**src/rtl/gfx_ser_pkg.sv**
```systemverilog
// Shared types and default geometry for the pixel serializer and tile fetch path.
package gfx_ser_pkg;

   typedef enum logic {
      SER_IDLE  = 1'b0,
      SER_SHIFT = 1'b1
   } ser_state_t;

   localparam int GFX_PLANES = 3;
   localparam int GFX_WIDTH  = 8;

endpackage

```
**src/rtl/gfx_plane_shifter.sv**
```systemverilog
// One bitplane shift register: parallel load, shift left/right, serial pixel out.
module gfx_plane_shifter
   import gfx_ser_pkg::*;
#(
   parameter int WIDTH = GFX_WIDTH
) (
   input  logic             clk,
   input  logic             reset,
   input  logic             load,
   input  logic [WIDTH-1:0] load_bits,
   input  logic             shift_en,
   input  logic             dir_right,
   output logic             sout
);

   logic [WIDTH-1:0] sh;

   // Load wins over shift; direction picks which end is the current pixel.
   always_ff @(posedge clk) begin
      if (reset)
         sh <= '0;
      else if (load)
         sh <= load_bits;
      else if (shift_en)
         sh <= dir_right ? {1'b0, sh[WIDTH-1:1]} : {sh[WIDTH-2:0], 1'b0};
   end

   assign sout = dir_right ? sh[0] : sh[WIDTH-1];

endmodule

```
**src/rtl/gfx_pixel_serializer.sv**
```systemverilog
// Parallel-to-serial pixel shifter: one-deep staging register feeding PLANES
// lockstep plane shifters, with per-word horizontal flip and gap-free streaming.
module gfx_pixel_serializer
   import gfx_ser_pkg::*;
#(
   parameter int PLANES = GFX_PLANES,
   parameter int WIDTH  = GFX_WIDTH
) (
   input  logic                    clk,
   input  logic                    reset,
   input  logic                    cen,
   input  logic                    load_valid,
   output logic                    load_ready,
   input  logic [PLANES*WIDTH-1:0] load_data,
   input  logic                    load_flip,
   output logic [PLANES-1:0]       pix_out,
   output logic                    pix_valid,
   output logic                    starve
);

   localparam int             CW       = $clog2(WIDTH);
   localparam logic [CW-1:0]  CNT_LAST = CW'(WIDTH - 1);

   ser_state_t               state;
   logic [PLANES*WIDTH-1:0]  stage_data;
   logic                     stage_flip;
   logic                     stage_full;
   logic                     flip_q;
   logic [CW-1:0]            cnt;
   logic [PLANES-1:0]        sout;

   logic accept;
   logic last_pix;
   logic xfer;
   logic shift_en;

   // Ready is held low through reset so nothing is accepted on the reset edge.
   assign load_ready = !stage_full && !reset;
   assign accept     = load_valid && load_ready;
   assign last_pix   = (state == SER_SHIFT) && cen && (cnt == CNT_LAST);
   // Accept and transfer are mutually exclusive: accept needs staging empty, transfer needs it full.
   assign xfer       = stage_full && ((state == SER_IDLE) || last_pix);
   assign shift_en   = (state == SER_SHIFT) && cen && (cnt != CNT_LAST);

   // Staging, pixel counter, flip latch and the IDLE/SHIFT machine.
   always_ff @(posedge clk) begin
      if (reset) begin
         state      <= SER_IDLE;
         stage_data <= '0;
         stage_flip <= 1'b0;
         stage_full <= 1'b0;
         flip_q     <= 1'b0;
         cnt        <= '0;
         starve     <= 1'b0;
      end else begin
         starve <= 1'b0;
         if (accept) begin
            stage_data <= load_data;
            stage_flip <= load_flip;
            stage_full <= 1'b1;
         end
         if (xfer) begin
            stage_full <= 1'b0;
            flip_q     <= stage_flip;
            cnt        <= '0;
            state      <= SER_SHIFT;
         end else if (shift_en) begin
            cnt <= cnt + 1'b1;
         end else if (last_pix) begin
            state  <= SER_IDLE;
            starve <= 1'b1;
         end
      end
   end

   genvar p;
   generate
      for (p = 0; p < PLANES; p++) begin : g_plane
         gfx_plane_shifter #(.WIDTH(WIDTH)) u_shift (
            .clk       (clk),
            .reset     (reset),
            .load      (xfer),
            .load_bits (stage_data[p*WIDTH +: WIDTH]),
            .shift_en  (shift_en),
            .dir_right (flip_q),
            .sout      (sout[p])
         );
      end
   endgenerate

   assign pix_valid = (state == SER_SHIFT);
   assign pix_out   = pix_valid ? sout : '0;

endmodule

```
**config.mk**
```make
export PLATFORM = sky130hd
export DESIGN_NAME = gfx_pixel_serializer
export DESIGN_NICKNAME = d
export VERILOG_FILES = /design/src/rtl/gfx_ser_pkg.sv /design/src/rtl/gfx_plane_shifter.sv /design/src/rtl/gfx_pixel_serializer.sv
export SDC_FILE = /design/constraint.sdc
export NUM_CORES = 1
export LEC_CHECK = 0
export ABC_AREA = 1
export BUFFER_PORTS_ARGS = -buffer_cell sky130_fd_sc_hd__buf_2
export CAP_MARGIN = 5
export CORE_MARGIN = 8
export CORE_UTILIZATION = 40
export DETAILED_ROUTE_END_ITERATION = 7
export GPL_ROUTABILITY_DRIVEN = 0
export PLACE_DENSITY = 0.6
export SYNTH_ARGS = -nofsm -noshare
export SYNTH_HDL_FRONTEND = slang
export SYNTH_SLANG_ARGS = --single-unit
```
**constraint.sdc**
```tcl
create_clock -name clk -period 1.7 [get_ports clk]
set_input_delay 0.34 -clock clk [delete_from_list [all_inputs] [get_ports clk]]
set_output_delay 0.34 -clock clk [all_outputs]
set_load 0.005 [all_outputs]
```
Word-level counts from Yosys, hierarchy flattened. Cells that the tools add are included.

Bits in registers: 56. Input bits: 29. Output and inout bits: 6. Logic and storage cells: 46.

Add/subtract/negate cells: 1. Eq/ne operators: 3. Mux-type cells: 17. Bitwise logic cells: 1. Reduce and logical (&&, ||, !) cells: 14.

Operators by type and width (number): $mux 8 (9); $mux 1 (7); $logic_and 1x1->1 (6); $reduce_bool 2->1 (2); $add 3x1->3 const B (1); $eq 3x3->1 const B (1); $mux 3 (1); $ne 3x3->1 const B (1); $reduce_or 3->1 (1); $logic_not 1->1 (2); $ne 2x1->1 const B (1); $reduce_and 2->1 (1); $reduce_or 2->1 (1); $logic_or 1x1->1 (1); $not 1->1 (1).

Longest topological paths before layout. Gate-level depths: netlist of the first run.

Word-level depth: 6. Depth in mapped cells: 9. Depth with buffers taken out: 9.

Modules after synthesis. Synthesis of the first run repeated with hierarchy kept, for this count alone.

Cells, all modules: 409. Area total of the unflattened synthesis: 2691.3 um^2.

By module, submodules not included: gfx_plane_shifter (instances 3, cells an instance 83, area an instance 488.0 um^2, sequential area each 160.2 um^2); gfx_pixel_serializer (instances 1, cells an instance 160, area an instance 1227.4 um^2, sequential area each 640.6 um^2).

Worst setup path before layout of the first run. OpenSTA, ideal clock, no wires.

Path kind: register to register. Start point: register cnt[0]. End point: register g_plane[1].u_shift.sh[1]. Setup time: 0.070 ns. Arrival: 1.420 ns. Data required time: 1.630 ns. Slack: 0.210 ns. Stages on the path, launching flop included: 9. Path buffers: 1. Clock period less this slack: 1.490 ns. Cells stage by stage: dfxtp_1 > ha_1 > ha_1 > nand3_1 > nand2_2 > nand2_4 > buf_2 > nand3_1 > a21oi_1.

Cells in the longest elaborated chain, start to end: 5. Elaborated cells between the ends (all ways): 8. Those cells by class: eq/ne (2); mux (1); reduce/logical (5).

Ends and longest elaborated chain: from (decl) (line gfx_pixel_serializer.sv:29) `logic [CW-1:0] cnt;`; from (signal assigned) (line gfx_pixel_serializer.sv:68) `cnt <= cnt + 1'b1;`; $eq 3x3->1 (line gfx_pixel_serializer.sv:40) `assign last_pix = (state == SER_SHIFT) && cen && (cnt == CNT_LAST);`; $logic_and 1x1->1 (line gfx_pixel_serializer.sv:40); $logic_or 1x1->1 (line gfx_pixel_serializer.sv:42) `assign xfer = stage_full && ((state == SER_IDLE) || last_pix);`; $logic_and 1x1->1 (line gfx_pixel_serializer.sv:42); $mux 8 / $reduce_bool 2->1 (equally long branches); to (signal assigned) (line gfx_plane_shifter.sv:23) `sh <= load_bits;`; to (signal assigned) (line gfx_plane_shifter.sv:25) `sh <= dir_right ? {1'b0, sh[WIDTH-1:1]} : {sh[WIDTH-2:0], 1'b0};`; to (decl) (line gfx_plane_shifter.sv:16) `logic [WIDTH-1:0] sh;`.

Several ways; a longest one is shown, not always the timed one. A chain may end at the register's enable or synchronous reset.

Worst setup path after layout of the first run.
Start point: register stage_full. End point: output port load_ready.

Cells in the longest elaborated chain, start to end: 2.

Ends and longest elaborated chain: from (decl) (line gfx_pixel_serializer.sv:27) `logic stage_full;`; from (signal assigned) (line gfx_pixel_serializer.sv:51) `stage_full <= 1'b0;`; from (signal assigned) (line gfx_pixel_serializer.sv:60) `stage_full <= 1'b1;`; from (signal assigned) (line gfx_pixel_serializer.sv:63) `stage_full <= 1'b0;`; $logic_not 1->1 (line gfx_pixel_serializer.sv:38) `assign load_ready = !stage_full && !reset;`; $logic_and 1x1->1 (line gfx_pixel_serializer.sv:38); to (decl) (line gfx_pixel_serializer.sv:13) `output logic load_ready,`.

No other way between the ends.

==> impl_metrics.ini, run 1 <==
[status]
outcome = finished, final reports clean

[critical_path]
crit_path_end_kind = primary output
worstSetupPathType = reg2out
cp_cell_sequence = buf_4, nor2_1, buf_2
cp_slowest_cell = dfxtp_1
crit_buf_inv = 2
r2r_setup_slack_ns = 0.15
cp_data_arrival_time_ns = 1.22
slowest_delay_ns = 0.48
critPathLaunchType = flop
crit_required_ns = 1.36
crit_path_max_fanout = 13
crit_family = flip-flops

[global_routing]
antenna_found_initial = 0
grt.busiest_layer = met2
grt_max_degree = 36
grt_pass1_wl_um = 10900
use_met2_pct = 20.7
grt.met1_usage_pct = 17.8
grt_util_all_layers_pct = 13.4
grt_overflow_total = 0
grt_use_met3_pct = 3.63
grt_pass1_vias = 2344

[clock_network]
cts_tree = built
htreeDepth = 2
cts_root_buf = clkbuf_8
clockBufferDepth = 2
holdBufCountCts = 0
path_clk_slew_ns = 0.12
cts_made_buffers = 5
clock_latency_ns = 0.32
cts_sinks = 56
postCtsSetupBuffers = 0
cts_resized = 0

[layout]
antenna_cells = 0
fin_area_um2 = 3030
areaGrowthSynthToFinish_pct = 15.4
layout.nets = 449
final_layout_size_suffix_gt1_share_pct = 15.8
finish.utilization_pct = 47.7

[pwr]
ir_drop_mv = 0.465
power_uw = 2680
power_density_nw_per_um2 = 882
leakage_uw = 0.00130

[synth]
yosysTopAreaCell = dfxtp_1
ys_types = 24
netlist_instances = 389
yosysWarnings = 0
synth_area_leaders = dfxtp_1 43%, nand2_1 21%, nand3_1 8.6%, a21oi_1 6.1%, o21ai_0 4.6%
ys_seq_area_share_pct = 42.7
avgSynthCellArea_um2 = 6.75
synth_nets = 420
ys_seq_elements = 56
syn_area_um2 = 2630
synth_top_area_share_pct = 42.7

[die]
coreArea_um2 = 6350
die_area_um2 = 9420
die_w_um = 97.1
dieHeight_um = 97.1
initial_core_util_pct = 41.4
row_count = 29
io_pins = 35

[timing]
slew_headroom_pct = 78.4
min_period_over_period_pct = 91.9
setup_violations = 0
tightest_slew_ns = 0.324
timing.final.crit_period_ns = 1.56
fmax_ghz = 0.640
rsz0062_at_grt = false
setup_ws_ns = 0.138
slew_violations = 0
fin_setup_tns_ns = 0
hold_violations = 0
finClkSkew_ns = 0.0175

[drt]
firstDrtPassIters = 4
vias_per_cell = 4.88
wl_per_cell_um = 12.7
drtIter0Drc = 184
vias = 2422
detail-route-antenna-nets = 0
totalWireLength_um = 6320
drc = 0

[placement]
io_buffer_count = 34
place_area_um2 = 2890
dp_hpwl_um = 4330
pre_cts_ws_ns = 0.0805

[worst_hold_path]
hp-class = in2reg

[job]
drv_cap = 0
routing by layer:
| metal | routed length, µm | vias to the layer above |
|---|---|---|
| met3 | 268 | 7 |
| li1 | - | 1299 |
| met4 | 82 | 0 |
| met5 | 0 | - |
| met2 | 2800 | 31 |
| met1 | 3170 | 1085 |
layout by cell type (no fill, tap or decap), types with 2 or more instances in the layout:
master / netlist / routed
clkinvlp_4: 0 / 2
nand3_1: 45 / 44
nand2_1: 150 / 150
buf_2: 14 / 34
buf_4: 2 / 9
o31ai_1: 10 / 10
dfxtp_1: 56 / 54
nand2_4: 1 / 2
a21oi_1: 32 / 32
clkbuf_8: 0 / 5
inv_1: 31 / 31
buf_12: 0 / 3
o21ai_0: 24 / 24
dfxtp_2: 0 / 2
nor2_1: 2 / 2
registers in the layout (all words and copies together) (netlist names):
name                cells
flip_q                  1
cnt                     3
stage_full              1
starve                  1
pix_valid               1
g_plane.u_shift.sh     24
stage_data             24
stage_flip              1
tightest hold or removal path, cell delays in order:
cell     delay [ns]
buf_2          0.07
nand2_1        0.04
o21ai_0        0.05
layout make-up:
class | count | area, µm²
Inverter | 34 | 130
Sequential cell | 56 | 1120
Clock inverter | 3 | 26.3
Tap cell | 77 | 96.3
Multi-Input combinational cell | 274 | 1260
Timing Repair Buffer | 47 | 323
Fill cell | 686 | 3320
Clock buffer | 5 | 68.8
kinds of logic after synthesis:
| kind of cell | after synthesis | share of synthesized area [%] |
|---|---|---|
| and+or+nand+nor | 204 | 32.4 |
| AOI/OAI and AO/OA | 68 | 14.0 |
| buffers and inverters | 59 | 9.95 |
| DFF | 56 | 42.7 |
| adders and majority gates | 2 | 0.952 |
through the flow:
step / hold WS [ns] / instances
after global placement: 0.462 / 487
final: 0.206 / 496
after floorplan: 0.444 / 389
after CTS: 0.206 / 495
after detailed placement: 0.465 / 487
after global routing: 0.213 / 496
report_power, final:
part	switching [µW]	internal (µW)	total [µW]
clock	490	301	791
combinational	254	168	422
sequential	61.9	1400	1460
cell usage after synthesis:
cell type and number:
nand2_1 150, dfxtp_1 56, nand3_1 45, a21oi_1 32, inv_1 31, o21ai_0 24, buf_2 14, o31ai_1 10
clkbuf_1 5, buf_1 2, buf_4 2, buf_6 2, ha_1 2, inv_2 2, nand2_2 2, nor2_1 2
a22oi_1 1, clkinv_1 1, nand2_4 1, nor2_4 1, nor3_1 1, nor3_2 1, o21ai_1 1, or2_0 1
final timing paths:
kind,start,end,depth (start not counted)
worst max register to register,cnt[0],g_plane[2].u_shift.sh[4],9
worst min-delay path,load_data[12],stage_data[12],3
worst max-delay path,stage_full,load_ready,3
worst min register to register,stage_data[6],stage_data[6],2
No activity file was read; power rests on OpenSTA's default activity.
==> inputs of run 2 (changes only) <==
Clock period 1.7 ns to 2 ns, I/O delays scaled along.
==> run 2 against run 1 <==
Effect of this change:
- first-iteration DRC count down 30%
- total power down 13%
- die area unchanged
- critical path depth up 4
- sequential share of layout area up 0.93 points
- clock power down 5.1%
- via count down 1.1%
- largest cell class unchanged
==> impl_metrics.ini, run 2 (same netlist as run 1, synthesis figures left out) <==
[status]
outcome = finished, final reports clean

[job]
drv_cap = 0

[clock_network]
htreeDepth = 2
holdBufCountCts = 0
cts_root_buf = clkbuf_8
clock_latency_ns = 0.31
cts_sinks = 56
cts_made_buffers = 5
path_clk_slew_ns = 0.10
cts_tree = built
clockBufferDepth = 2

[critical_path]
r2r_cells = 7
crit_path_end_kind = flop
crit_required_ns = 2.23
crit_path_max_fanout = 36
critPathLaunchType = flop
cp_data_arrival_time_ns = 1.98
worstSetupPathType = reg2reg

[global_routing]
grt_pass1_wl_um = 10900
grt_util_all_layers_pct = 13.3
antenna_found_initial = 0
grt_max_degree = 37
grt_pass1_vias = 2375
grt_overflow_total = 0

[timing]
tightest_slew_ns = 0.499
slew_violations = 0
slew_headroom_pct = 66.7
rsz0062_at_grt = false
fmax_ghz = 0.572
timing.final.crit_period_ns = 1.75
hold_violations = 0
finClkSkew_ns = 0.0105
setup_violations = 0
fin_setup_tns_ns = 0
min_period_over_period_pct = 87.5

[layout]
reg_top3 = g_plane.u_shift.sh (24), stage_data (24), cnt (3)
antenna_cells = 0
final_cell_mix = 150 x nand2_1, 55 x dfxtp_1, 45 x nand3_1, 34 x buf_2, 32 x a21oi_1
areaGrowthSynthToFinish_pct = 12.4
layout.nets = 446
mostFrequentLayoutCell = nand2_1
final_layout_size_suffix_gt1_share_pct = 14.2
nFillCells = 661
layout.cells.non_filler = 493

[die]
coreArea_um2 = 6350
io_pins = 35
row_count = 29
initial_core_util_pct = 41.4
die_area_um2 = 9420
die_w_um = 97.1
dieHeight_um = 97.1

[pwr]
leakage_uw = 0.00128
power_density_nw_per_um2 = 785
ir_drop_mv = 0.424

[drt]
detail-route-antenna-nets = 0
vias_per_cell = 4.86
wl_per_cell_um = 12.2
firstDrtPassIters = 4
totalWireLength_um = 6030
drtIter0Drc = 128
drc = 0
vias = 2396

[placement]
dp_hpwl_um = 4230
dp_cells = 485
io_buffer_count = 34

[worst_hold_path]
hp-class = in2reg
min_path_cells = 3
==> run 2: layout make-up <==
| class | instances | area [µm²] | share of cell area (%) |
|---|---|---|---|
| clock buffers | 6 | 72.6 | 2.46 |
| well taps | 77 | 96.3 | 3.26 |
| inverters | 34 | 128 | 4.32 |
| flip-flops and latches | 56 | 1120 | 38.0 |
| repair buffers | 44 | 245 | 8.30 |
| multi-input cells | 274 | 1250 | 42.4 |
| clock inverters | 2 | 38.8 | 1.31 |
==> run 2: metrics by stage <==
stage	area, µm²	utilization (%)	setup slack (ns)	hold WS, ns	total power, µW
3_3_place_gp	2840	44.7	0.280	0.456	1590
3_5_place_dp	2840	44.7	0.255	0.457	1600
6_report	2950	46.5	0.251	0.278	2320
2_1_floorplan	2630	-	0.510	0.444	1490
5_1_grt	2950	46.5	0.0905	0.264	2450
4_1_cts	2950	46.5	0.131	0.273	2340
==> run 2: final timing paths <==
kind | start | to | slack, ns
worst max-delay path | cnt[0] | flip_q | 0.25
worst min-delay path | load_data[12] | stage_data[12] | 0.28
worst max register to register | cnt[0] | flip_q | 0.25
worst min register to register | stage_data[6] | stage_data[6] | 0.47
==> run 2: what timing repair did <==
| action | 4_1_cts | 5_1_grt |
|---|---|---|
| setup buffers | 0 | 0 |
| resized for setup | 0 | 1 |
| setup endpoints to repair | 0 | 1 |
==> run 2: critical path, stage by stage, from the launching register on <==
cell	delay [ns]
dfxtp_1	0.34
ha_1	0.20
ha_1	0.23
nand3_1	0.13
nand2_2	0.08
nand2_4	0.31
nand2_1	0.22
a22oi_1	0.17
==> run 2: metal layers <==
layer | GRT usage (%) | share of wire [%] | vias to the layer above
li1 | - | - | 1296
met1 | 16.9 | 50 | 1051
met2 | 21.2 | 45 | 44
met3 | 3.27 | 4.5 | 5
met4 | 4.50 | 1.1 | 0
met5 | 0 | 0 | -
==> run 2: power by group <==
group | switching (µW) | total (µW) | internal [µW]
logic | 199 | 318 | 119
clock network | 372 | 751 | 379
registers | 59.0 | 1250 | 1190
total | 630 | 2320 | 1690
